===== src/rtl/mult_accum_pkg.sv =====
// Shared types and width derivations for the product accumulator.
// ACC_W leaves clog2(N_TERMS) guard bits over a full-scale product so a group can never wrap.
package mult_accum_pkg;

    typedef enum logic {
        ACCUM = 1'b0,
        HOLD  = 1'b1
    } state_t;

    function automatic int acc_width(input int width, input int n_terms);
        return 2 * width + $clog2(n_terms);
    endfunction

    function automatic int cnt_width(input int n_terms);
        return $clog2(n_terms) + 1;
    endfunction

endpackage


===== src/rtl/mult_accum.sv =====
// Sums a group of up to N_TERMS unsigned products and holds the registered result
// until the downstream consumer accepts it.
module mult_accum
    import mult_accum_pkg::*;
#(
    parameter  int WIDTH   = 9,
    parameter  int N_TERMS = 8,
    parameter  int ACC_W   = acc_width(WIDTH, N_TERMS),
    localparam int CNT_W   = cnt_width(N_TERMS)
) (
    input  logic               clk,
    input  logic               rst_n,
    input  logic               in_valid,
    output logic               in_ready,
    input  logic [2*WIDTH-1:0] p_in,
    input  logic               in_last,
    output logic               out_valid,
    input  logic               out_ready,
    output logic [ACC_W-1:0]   sum_out,
    output logic [CNT_W-1:0]   count_out
);

    localparam int PAD_W = ACC_W - 2 * WIDTH;

    function automatic logic [ACC_W-1:0] widen(input logic [2*WIDTH-1:0] p);
        return {{PAD_W{1'b0}}, p};
    endfunction

    state_t           state;
    state_t           state_next;
    logic [ACC_W-1:0] acc;
    logic [ACC_W-1:0] acc_next;
    logic [CNT_W-1:0] cnt;
    logic [CNT_W-1:0] cnt_next;
    logic [ACC_W-1:0] sum_next;
    logic [CNT_W-1:0] count_next;
    logic [ACC_W-1:0] sum_term;
    logic [CNT_W-1:0] cnt_inc;

    // The first term of a group loads rather than adds, so a stale accumulator never leaks in.
    assign sum_term = (cnt == '0) ? widen(p_in) : acc + widen(p_in);
    assign cnt_inc  = cnt + CNT_W'(1);

    always_comb begin
        state_next = state;
        acc_next   = acc;
        cnt_next   = cnt;
        sum_next   = sum_out;
        count_next = count_out;
        in_ready   = 1'b0;
        out_valid  = 1'b0;
        case (state)
            ACCUM: begin
                in_ready = 1'b1;
                if (in_valid) begin
                    if (in_last || cnt_inc == CNT_W'(N_TERMS)) begin
                        state_next = HOLD;
                        sum_next   = sum_term;
                        count_next = cnt_inc;
                        acc_next   = '0;
                        cnt_next   = '0;
                    end else begin
                        acc_next = sum_term;
                        cnt_next = cnt_inc;
                    end
                end
            end
            HOLD: begin
                out_valid = 1'b1;
                if (out_ready) begin
                    state_next = ACCUM;
                end
            end
            default: begin
                state_next = ACCUM;
            end
        endcase
    end

    // Result registers are reset too, so no output is ever X after the first reset edge.
    always_ff @(posedge clk) begin
        if (!rst_n) begin
            state     <= ACCUM;
            acc       <= '0;
            cnt       <= '0;
            sum_out   <= '0;
            count_out <= '0;
        end else begin
            state     <= state_next;
            acc       <= acc_next;
            cnt       <= cnt_next;
            sum_out   <= sum_next;
            count_out <= count_next;
        end
    end

endmodule


===== config.mk =====
export PLATFORM = sky130hd
export DESIGN_NAME = mult_accum
export DESIGN_NICKNAME = d
export VERILOG_FILES = /design/src/rtl/mult_accum_pkg.sv /design/src/rtl/mult_accum.sv
export SDC_FILE = /design/constraint.sdc
export NUM_CORES = 1
export LEC_CHECK = 0
export BUFFER_PORTS_ARGS = -buffer_cell sky130_fd_sc_hd__buf_2
export CAP_MARGIN = 20
export CORE_ASPECT_RATIO = 1.1
export CORE_MARGIN = 2
export CORE_UTILIZATION = 62
export CTS_CLUSTER_DIAMETER = 150
export DETAILED_ROUTE_END_ITERATION = 7
export GPL_TIMING_DRIVEN = 0
export PLACE_DENSITY = 0.86
export SLEW_MARGIN = 40
export SYNTH_ARGS = -nofsm -noshare
export SYNTH_HDL_FRONTEND = slang
export SYNTH_SLANG_ARGS = --single-unit

===== constraint.sdc =====
create_clock -name clk -period 3.4 [get_ports clk]
set_input_delay 0.51 -clock clk [delete_from_list [all_inputs] [get_ports clk]]
set_output_delay 0.51 -clock clk [all_outputs]
set_load 0.01 [all_outputs]

==> results.ini, run 1 <==
[timing]
final.min_clock_period_ns=2.571
grt_setup_unrepaired=no
worst_pin_slew_ns=0.8223
fin_skew_ns=0.006637
fmax_ghz=0.3890
finalSetupTns_ns=0
slew_headroom_pct=44.76
finalSetupViolCount=0
finalHoldViolations=0
timing.final.crit_share_pct=75.61
final_max_slew_viol_count=0

[floorplan]
num_rows=28
die_h_um=81.48
dieArea_mm2=0.006064
start_util_pct=63.53
die_w_um=74.43
ios=50
fp.coreArea_mm2=0.005325

[worst_setup_path]
critPathKind=reg2reg
cp-end-kind=flip-flop
reg2reg_depth=9
cp_slowest_stage_delay_ns=0.49
r2r_setup_slack_ns=0.83
cp-endpoint=sum_out[20]
start_kind=flip-flop
crit_arrival_ns=2.80
critPathSlowestCell=a2111o_1
crit-reg2reg-capture=sum_out[20]
r2r-start=acc[0]
cp.required_ns=3.63
worstSetupStartpoint=acc[0]
cp_max_fo=6
path_cells=ha_1 > inv_1 > fa_1 > nor2b_4 > o211ai_2 > a211oi_2 > o2111ai_2 > a2111o_1 > o211ai_1

[drt]
drc_errors=0
viasPerCell=6.527
drt_wl_total_um=9834
drtIter0Drc=359
firstDrtPassIters=6
drtAntennaViolNets=0
vias=3616
routedWlPerCell_um=17.75

[synth]
syn_inst=422
synth_top_area_share_pct=30.18
yosysWarningCount=0
synth_nets=466
ys_async_sr_fraction_pct=0
yosys-top-cells-area=dfxtp_1, ha_1, nand2_1
postSynthAreaPerCell_um2=8.017
synth-edff-count=0
ys_ff_latch=51
ys.flop_type=dfxtp_1
syn_area_mm2=0.003383
ys_seq_area_share_pct=30.18
ys_types=75
synth_top_area_cell=dfxtp_1

[cts]
cts_resized=0
clockBufferDepth=2
clk_latency_ns=0.31
hold_buffers=0
cts_setup_buffers=0
path_clk_slew_ns=0.10
cts.sinks=51
cts_made_buffers=5
cts_tree=built
clockRootBuffer=clkbuf_8
h-tree-depth=2

[power_and_ir_drop]
power_density_mw_per_mm2=356.0
power.leakage_nw=1.629
ir_worst_vdd_mv=0.2630

[worst_hold_path]
hold_class=in2reg
whs_path_depth=3

[grt]
antenna_found_initial=0
grt_max_degree=16
grt.overflow.total=0
groute.usage.overall_pct=33.06
grt_pass1_wl_um=15410
grt_pass1_vias=3215

[cells_and_area]
area_growth_pct=12.61
layout.nets=522
drive_above_1_share_pct=20.25
antenna_cells=0
final_cells=554

[placed_design]
dp.cells=546
gp_congestion=0.9235
port_buffers=49
dp_hpwl_um=7187

[outcome]
status=finished clean

[flow_run]
maxCapViolations=0

-- worst min path at each step --
stage / startpoint / to
6_report: out_ready / state
5_1_grt: count_out[1] / count_out[1]
4_1_cts: sum_out[5] / sum_out[5]
3_5_place_dp: sum_out[5] / sum_out[5]
3_3_place_gp: acc[13] / acc[13]
2_1_floorplan: acc[6] / acc[6]
-- stage by stage --
stage | area (µm²) | total power, mW | setup WS [ns] | utilization, % | hold WS, ns
2_1_floorplan | 3383 | 0.8940 | 1.021 | - | 0.4291
3_5_place_dp | 3722 | 0.9996 | 0.6625 | 69.90 | 0.4432
5_1_grt | 3810 | 1.403 | 0.7617 | 71.55 | 0.4758
3_3_place_gp | 3722 | 0.9913 | 0.6878 | 69.90 | 0.4395
6_report | 3810 | 1.356 | 0.8294 | 71.55 | 0.4530
4_1_cts | 3807 | 1.347 | 0.8884 | 71.50 | 0.4566
-- report_power, final --
group	internal [mW]	leakage (nW)	switching (mW)
registers	0.627	0.416	0.0166
logic	0.127	1.17	0.224
clock network	0.145	0.0412	0.217
total	0.899	1.63	0.458
-- state kept, by name (all words and copies together) (netlist names) --
| register | flops |
|---|---|
| acc | 21 |
| sum_out | 21 |
| cnt | 4 |
| count_out | 4 |
| state | 1 |
-- Yosys cell counts (2+ instances only) --
master / n
and2_1: 3
mux2i_1: 4
nand3_1: 22
nand2b_1: 3
nor2b_1: 3
nor2_1: 32
o211ai_1: 7
a211oi_1: 9
ha_1: 20
nor3b_1: 2
and3_1: 7
a22oi_1: 3
o21ai_0: 20
o21a_1: 4
buf_2: 16
nand4_1: 3
nand2_1: 52
a2111o_1: 3
o211ai_2: 2
o21ai_1: 12
a32o_1: 2
o21ba_1: 3
clkbuf_1: 9
dfxtp_1: 51
a21oi_1: 34
o311ai_1: 4
a211o_1: 3
a21o_1: 7
or3b_1: 2
xor2_1: 3
xnor2_1: 2
or3_1: 4
a22o_1: 3
o31ai_1: 2
nor3_1: 12
a21oi_2: 2
inv_1: 10
nand2_2: 3
a31oi_1: 3
-- cell usage in the layout, fill, tap and decap left out, drive strengths merged, types with 4 or more instances in the layout --
cell type  netlist  layout
nand3           22      22
inv             10      10
a211o            4       4
a21o             7       7
o211ai           9       9
mux2i            4       4
o311ai           4       4
nor3            14      14
o21ba            4       4
a211oi          10      10
and3             7       7
dfxtp           51      51
clkbuf           9      15
a31oi            4       4
a21oi           37      37
nor2b            4       4
ha              20      20
o21ai           32      32
nor2            33      33
or3              4       4
o21a             5       5
buf             18      67
nand2           55      55
-- layer usage --
| metal | routed length, µm | global-route usage (%) | part of all wire, % |
|---|---|---|---|
| met1 | 4009 | 41.41 | 41 |
| met2 | 4711 | 57.79 | 48 |
| met3 | 717 | 3.681 | 7.3 |
| met4 | 396 | 12.68 | 4.0 |
| met5 | 0 | 0 | 0 |
-- final cells by class --
class,count,area (µm²)
Multi-Input combinational cell,334,2202
Buffer,27,125.1
Fill cell,456,1515
Clock buffer,6,72.57
Inverter,10,37.54
Timing Repair Buffer,49,245.2
Clock inverter,2,12.51
Tap cell,75,93.84
Sequential cell,51,1021
-- critical path, delay by kind of cell, from the launching register on --
| kind | cells | cell delay, ns |
|---|---|---|
| fa+ha+maj | 2 | 0.60 |
| compound gates | 5 | 1.31 |
| buf+inv | 1 | 0.06 |
| flops | 1 | 0.37 |
| simple gates | 1 | 0.16 |
-- cell families after synthesis --
group	after synthesis	share of synthesized area, %
simple gates	160	23.63
compound gates	143	30.58
flops	51	30.18
buf+inv	37	4.808
fa+ha+maj	21	7.988
xor+xnor	5	1.295
mux	5	1.516
Power figures use the tool's default switching activity.
==> run 2, diff against run 1 <==
--- a/config.mk
+++ b/config.mk
@@ -9,11 +9,11 @@
 export CAP_MARGIN = 20
 export CORE_ASPECT_RATIO = 1.1
 export CORE_MARGIN = 2
-export CORE_UTILIZATION = 62
+export CORE_UTILIZATION = 52
 export CTS_CLUSTER_DIAMETER = 150
 export DETAILED_ROUTE_END_ITERATION = 7
 export GPL_TIMING_DRIVEN = 0
-export PLACE_DENSITY = 0.86
+export PLACE_DENSITY = 0.77
 export SLEW_MARGIN = 40
 export SYNTH_ARGS = -nofsm -noshare
 export SYNTH_HDL_FRONTEND = slang
==> constraint.sdc (replaced) <==
create_clock -name clk -period 2.3 [get_ports clk]
set_input_delay 0.345 -clock clk [delete_from_list [all_inputs] [get_ports clk]]
set_output_delay 0.345 -clock clk [all_outputs]
set_load 0.01 [all_outputs]
==> run 2 against run 1 <==
Against the previous run:
- sequential share of layout area fell by 0.70 points
- sequential power rose by 48%
- total power rose by 46%
- utilization fell by 8.7 points
- largest cell class unchanged
==> results.ini, run 2 (synthesis results as in run 1) <==
[outcome]
status=finished clean

[flow_run]
maxCapViolations=0  ; unchanged

[worst_hold_path]
hold_class=in2reg
whs_path_depth=3  ; unchanged

[timing]
grt_setup_unrepaired=yes
slew_headroom_pct=55.74  ; +11 points
worst_pin_slew_ns=0.6639  ; -0.1584 ns
whs_ns=0.3005  ; -0.1525 ns
timing.final.crit_share_pct=97.83  ; +22 points
fin_skew_ns=0.007912  ; +0.001275 ns
final_max_slew_viol_count=0  ; unchanged
finalSetupViolCount=0  ; unchanged
final.min_clock_period_ns=2.250  ; -0.3205 ns
fmax_ghz=0.4444  ; +14%
finalHoldViolations=0  ; unchanged

[power_and_ir_drop]
internal_power_mw=1.326  ; +48%
comb_power_share_pct=27.2  ; +1.3 points
ir_worst_vdd_mv=0.3527  ; +34%
power.leakage_nw=1.654  ; +1.5%
power_density_mw_per_mm2=505.8  ; +42%
p_seq_share_pct=48.0  ; +0.6 points
p_sw_share_pct=33.06  ; -0.69 points
p_sw_mw=0.6548  ; +43%
power.share.clock_pct=24.9  ; -1.8 points

[floorplan]
die_w_um=80.91  ; +8.7%
ios=50  ; unchanged
start_util_pct=54.30  ; -9.2 points
num_rows=30  ; +7.1%
die_h_um=88.60  ; +8.7%
dieArea_mm2=0.007168  ; +18%
fp.coreArea_mm2=0.006231  ; +17%

[grt]
groute.usage.overall_pct=29.12  ; -3.9 points
grt_max_degree=14  ; -2
antenna_found_initial=0  ; unchanged
grt.overflow.total=0  ; unchanged
grt_pass1_wl_um=15960  ; +3.6%
grt_pass1_vias=3307  ; +2.9%

[drt]
drtIter0Drc=307  ; -14%
drt_wl_total_um=10050  ; +2.1%
routedWlPerCell_um=17.91  ; +0.87%
firstDrtPassIters=4  ; -2
drtAntennaViolNets=0  ; unchanged
viasPerCell=6.244  ; -4.3%
vias=3503  ; -3.1%
drc_errors=0  ; unchanged

[cells_and_area]
final_cell_mix=buf_2, nand2_1, dfxtp_1, a21oi_1, nor2_1
antenna_cells=0  ; unchanged
layout.nets=526  ; +0.77%
fillCellCount=572  ; +25%
register_area_mm2=0.001022  ; +0.12%
final_common_cell=buf_2
multi_input_area_mm2=0.002275  ; +3.3%
top_regs=acc x21, sum_out x21
area_growth_pct=15.75
post-route-util_pct=62.85  ; -8.7 points
drive_above_1_share_pct=22.66  ; +2.4 points

[worst_setup_path]
start_kind=flip-flop
cp_max_fo=4  ; -2
critPathKind=reg2reg
cp-endpoint=sum_out[18]
crit_arrival_ns=2.47  ; -0.33 ns
reg2reg_depth=10  ; +1
cp.required_ns=2.52  ; -1.11 ns
cp-end-kind=flip-flop
r2r-start=acc[0]
r2r_setup_slack_ns=0.05  ; -0.78 ns
crit-reg2reg-capture=sum_out[18]
worstSetupStartpoint=acc[0]

[placed_design]
port_buffers=49  ; unchanged
dp_hpwl_um=7145  ; -0.58%
gp_congestion=0.9594  ; +3.9%

[cts]
clk_latency_ns=0.30  ; about the same
cts.sinks=51  ; unchanged
clockRootBuffer=clkbuf_8
h-tree-depth=2  ; unchanged
hold_buffers=0  ; unchanged
path_clk_slew_ns=0.09  ; about the same
cts_made_buffers=5  ; unchanged
clockBufferDepth=2  ; unchanged
cts_tree=built

-- run 2: cell type report --
type                    instances  area share (%)
repair buffers                 53           7.125
well taps                      80           2.556
flip-flops and latches         51           26.10
clock buffers                   6           1.853
plain buffers                  27           3.323
multi-input cells             334           58.08
inverters                      10          0.9585
-- run 2: stage by stage --
step | worst slack (ns) | area (µm²) | TNS (ns) | instances | power, mW
3_3_place_gp | -0.2462 | 3729 | -1.667 | 551 | 1.469
6_report | 0.04984 | 3916 | 0 | 561 | 1.981
5_1_grt | -0.004485 | 3916 | -0.004485 | 561 | 2.082
2_1_floorplan | 0.08635 | 3383 | 0 | 422 | 1.322
4_1_cts | -0.01705 | 3862 | -0.02064 | 559 | 1.976
3_5_place_dp | -0.2789 | 3731 | -2.045 | 551 | 1.480
-- run 2: worst max-delay path, cell delays in order (launching register included) --
cell and delay [ns]:
dfxtp_2 0.36, ha_4 0.13, inv_2 0.03, fa_2 0.36, nor2b_4 0.15, o211ai_4 0.12
a211oi_4 0.32, o2111ai_4 0.19, buf_6 0.17, and2_1 0.16, o211ai_1 0.18
-- run 2: how the worst min path moves through the flow --
stage	from	end	slack [ns]
3_3_place_gp	acc[13]	acc[13]	0.44
5_1_grt	out_ready	state	0.32
2_1_floorplan	acc[6]	acc[6]	0.43
6_report	out_ready	state	0.30
4_1_cts	out_ready	state	0.29
3_5_place_dp	count_out[1]	count_out[1]	0.45
-- run 2: layer usage --
metal / wire length, µm / global-route usage, % / up-vias / part of all wire [%]
met2: 4820 / 49.14 / 155 / 48
met4: 388 / 13.87 / 0 / 3.9
met3: 623 / 3.980 / 28 / 6.2
met5: 0 / 0 / - / 0
li1: - / - / 1675 / -
met1: 4213 / 36.71 / 1645 / 42
-- run 2: what timing repair did --
item                                    CTS  global route
pin swaps                                 4             4
buffers inserted                          2             2
resized for setup                         7            11
endpoints found under the setup margin    9            25
-- run 2: power groups by stage --
stage	sequential (mW)	combinational, mW	clock (mW)
floorplan	0.979	0.342	0
global placement	0.968	0.501	0
detailed placement	0.969	0.510	0
CTS	0.950	0.521	0.505
global route	0.955	0.594	0.533
finish	0.950	0.538	0.492
==> run 3, diff against run 2 <==
--- a/config.mk
+++ b/config.mk
@@ -7,13 +7,15 @@
 export LEC_CHECK = 0
 export BUFFER_PORTS_ARGS = -buffer_cell sky130_fd_sc_hd__buf_2
 export CAP_MARGIN = 20
+export CELL_PAD_IN_SITES_DETAIL_PLACEMENT = 1
+export CELL_PAD_IN_SITES_GLOBAL_PLACEMENT = 1
 export CORE_ASPECT_RATIO = 1.1
 export CORE_MARGIN = 2
-export CORE_UTILIZATION = 52
+export CORE_UTILIZATION = 38
 export CTS_CLUSTER_DIAMETER = 150
 export DETAILED_ROUTE_END_ITERATION = 7
 export GPL_TIMING_DRIVEN = 0
-export PLACE_DENSITY = 0.77
+export PLACE_DENSITY_LB_ADDON = 0.1
 export SLEW_MARGIN = 40
 export SYNTH_ARGS = -nofsm -noshare
 export SYNTH_HDL_FRONTEND = slang
==> run 3 against run 2 <==
Against the previous run:
- the run now ends with negative setup slack left
- clock skew is 0.0025 ns higher
- cell area grew 3.8%
- critical endpoint is now sum_out[20]
- cell count is 6.8% higher
==> results.ini, run 3 (synthesis results as in run 1) <==
[floorplan]
dieArea_mm2=0.009675  ; +35%
ios=50  ; unchanged
start_util_pct=38.72  ; -16 points
die_w_um=93.97  ; +16%
fp.coreArea_mm2=0.008738  ; +40%
num_rows=36  ; +20%
die_h_um=103.0  ; +16%

[flow_run]
maxCapViolations=0  ; unchanged

[power_and_ir_drop]
power.leakage_nw=1.684  ; +1.8%
ir_worst_vdd_mv=0.3166  ; -10%
power_density_mw_per_mm2=516.0  ; +2.0%

[worst_setup_path]
r2r_setup_slack_ns=-0.03  ; -0.08 ns
crit-reg2reg-capture=sum_out[20]
worstSetupStartpoint=acc[0]
cp.required_ns=2.55  ; +0.03 ns
critPathKind=reg2reg
cp_max_fo=6  ; +2
start_kind=flip-flop
crit_arrival_ns=2.58  ; +0.11 ns
cp-end-kind=flip-flop
r2r-start=acc[0]
reg2reg_depth=9  ; -1

[drt]
firstDrtPassIters=4  ; unchanged
vias=3476  ; -0.77%
drtAntennaViolNets=0  ; unchanged
viasPerCell=5.803  ; -7.1%
routedWlPerCell_um=19.68  ; +9.9%
drt_wl_total_um=11790  ; +17%
drtIter0Drc=100  ; -67%
drc_errors=0  ; unchanged

[cells_and_area]
top_regs=acc x21, sum_out x21
final_cell_mix=buf_2, nand2_1, dfxtp_1, a21oi_1, nor2_1
register_area_mm2=0.001023  ; +0.12%
drive_above_1_share_pct=24.95  ; +2.3 points
layout.nets=528  ; +0.38%
fillCellCount=1098  ; +92%
final_common_cell=buf_2
multi_input_area_mm2=0.002337  ; +2.8%
area_growth_pct=20.16
fin_area_mm2=0.004065  ; +3.8%
antenna_cells=0  ; unchanged

[worst_hold_path]
hold_class=in2reg
whs_path_depth=3  ; unchanged
whs_endpoint=state
hold_path_startpoint=out_ready

[timing]
fin_skew_ns=0.01037  ; +0.002460 ns
final.min_clock_period_ns=2.330  ; +0.07996 ns
grt_setup_unrepaired=yes
final_max_slew_viol_count=0  ; unchanged
whs_ns=0.2754  ; -0.02511 ns
finalSetupViolCount=2  ; +2
slew_headroom_pct=54.89  ; -0.85 points
worst_pin_slew_ns=0.6767  ; +0.01276 ns
timing.final.crit_share_pct=101.3  ; +3.5 points
worst_slack_ns=-0.03012  ; -0.07996 ns
finalHoldViolations=0  ; unchanged
fmax_ghz=0.4292  ; -3.4%
finalSetupTns_ns=-0.05399  ; -0.05399 ns

[grt]
antenna_found_initial=0  ; unchanged
grt_pass1_vias=3467  ; +4.8%
grt_pass1_wl_um=18440  ; +16%
groute.usage.overall_pct=24.82  ; -4.3 points
grt_max_degree=18  ; +4
grt.overflow.total=0  ; unchanged

[outcome]
violations=negative setup slack
status=finished with violations

[cts]
clockRootBuffer=clkbuf_8
cts.sinks=51  ; unchanged
h-tree-depth=2  ; unchanged
hold_buffers=0  ; unchanged
path_clk_slew_ns=0.11  ; +0.02 ns
cts_tree=built
cts_made_buffers=5  ; unchanged
clockBufferDepth=2  ; unchanged
clk_latency_ns=0.32  ; +0.02 ns

[placed_design]
port_buffers=49  ; unchanged
gp_congestion=0.8965  ; -6.6%
dp_hpwl_um=8662  ; +21%
place_area_mm2=0.003779  ; +1.3%

## run 3: changes by cell type in the layout (fill, tap and decap cells not counted), sizes merged
cell,before,now
clkinvlp,0,1
clkbuf,17,18
clkinv,0,2
## run 3: worst max path at each step
stage	slack (ns)	to	cells after the start
4_1_cts	-0.07	acc[20]	9
5_1_grt	-0.13	acc[20]	9
3_3_place_gp	-0.30	acc[20]	10
3_5_place_dp	-0.36	acc[20]	10
2_1_floorplan	0.09	acc[20]	9
6_report	-0.03	sum_out[20]	9
## run 3: timing repair
action,CTS,global route
pin swaps,6,8
gates resized for setup,13,19
setup buffers,1,5
setup endpoints to repair,15,35
## run 3: metrics by stage
stage                     setup slack (ns)  power, mW  util (%)  std cells
after floorplan                    0.08635      1.322         -        422
after global placement             -0.3042      1.491     43.16        585
after detailed placement           -0.3644      1.507     43.24        585
after CTS                         -0.06598      2.082     45.17        594
after global routing               -0.1256      2.208     46.52        599
final                             -0.03012      2.097     46.52        599
## run 3: critical path, cell delays in order (launching register included)
cell       delay, ns
dfxtp_2         0.36
ha_4            0.13
inv_2           0.03
fa_2            0.36
nor2b_4         0.17
o211ai_4        0.13
a211oi_4        0.34
o2111ai_4       0.20
a2111o_1        0.46
o211ai_1        0.09
## run 3: area by class of cell
class | count | area share (%)
plain buffers | 27 | 3.447
inverters | 10 | 0.9234
flip-flops and latches | 51 | 25.18
well taps | 114 | 3.509
multi-input cells | 334 | 57.49
repair buffers | 55 | 7.141
clock buffers | 5 | 1.693
clock inverters | 3 | 0.6156
## run 3: layer usage
metal	up-vias	track usage [%]	part of all wire, %
met5	-	0	0
met4	0	7.358	1.9
met3	16	2.485	2.3
met2	54	44.18	51
met1	1726	31.83	45
li1	1680	-	-
## run 3: where the power goes
group | switching, mW | internal, mW
logic | 0.368 | 0.209
registers | 0.0241 | 0.927
clock network | 0.350 | 0.219
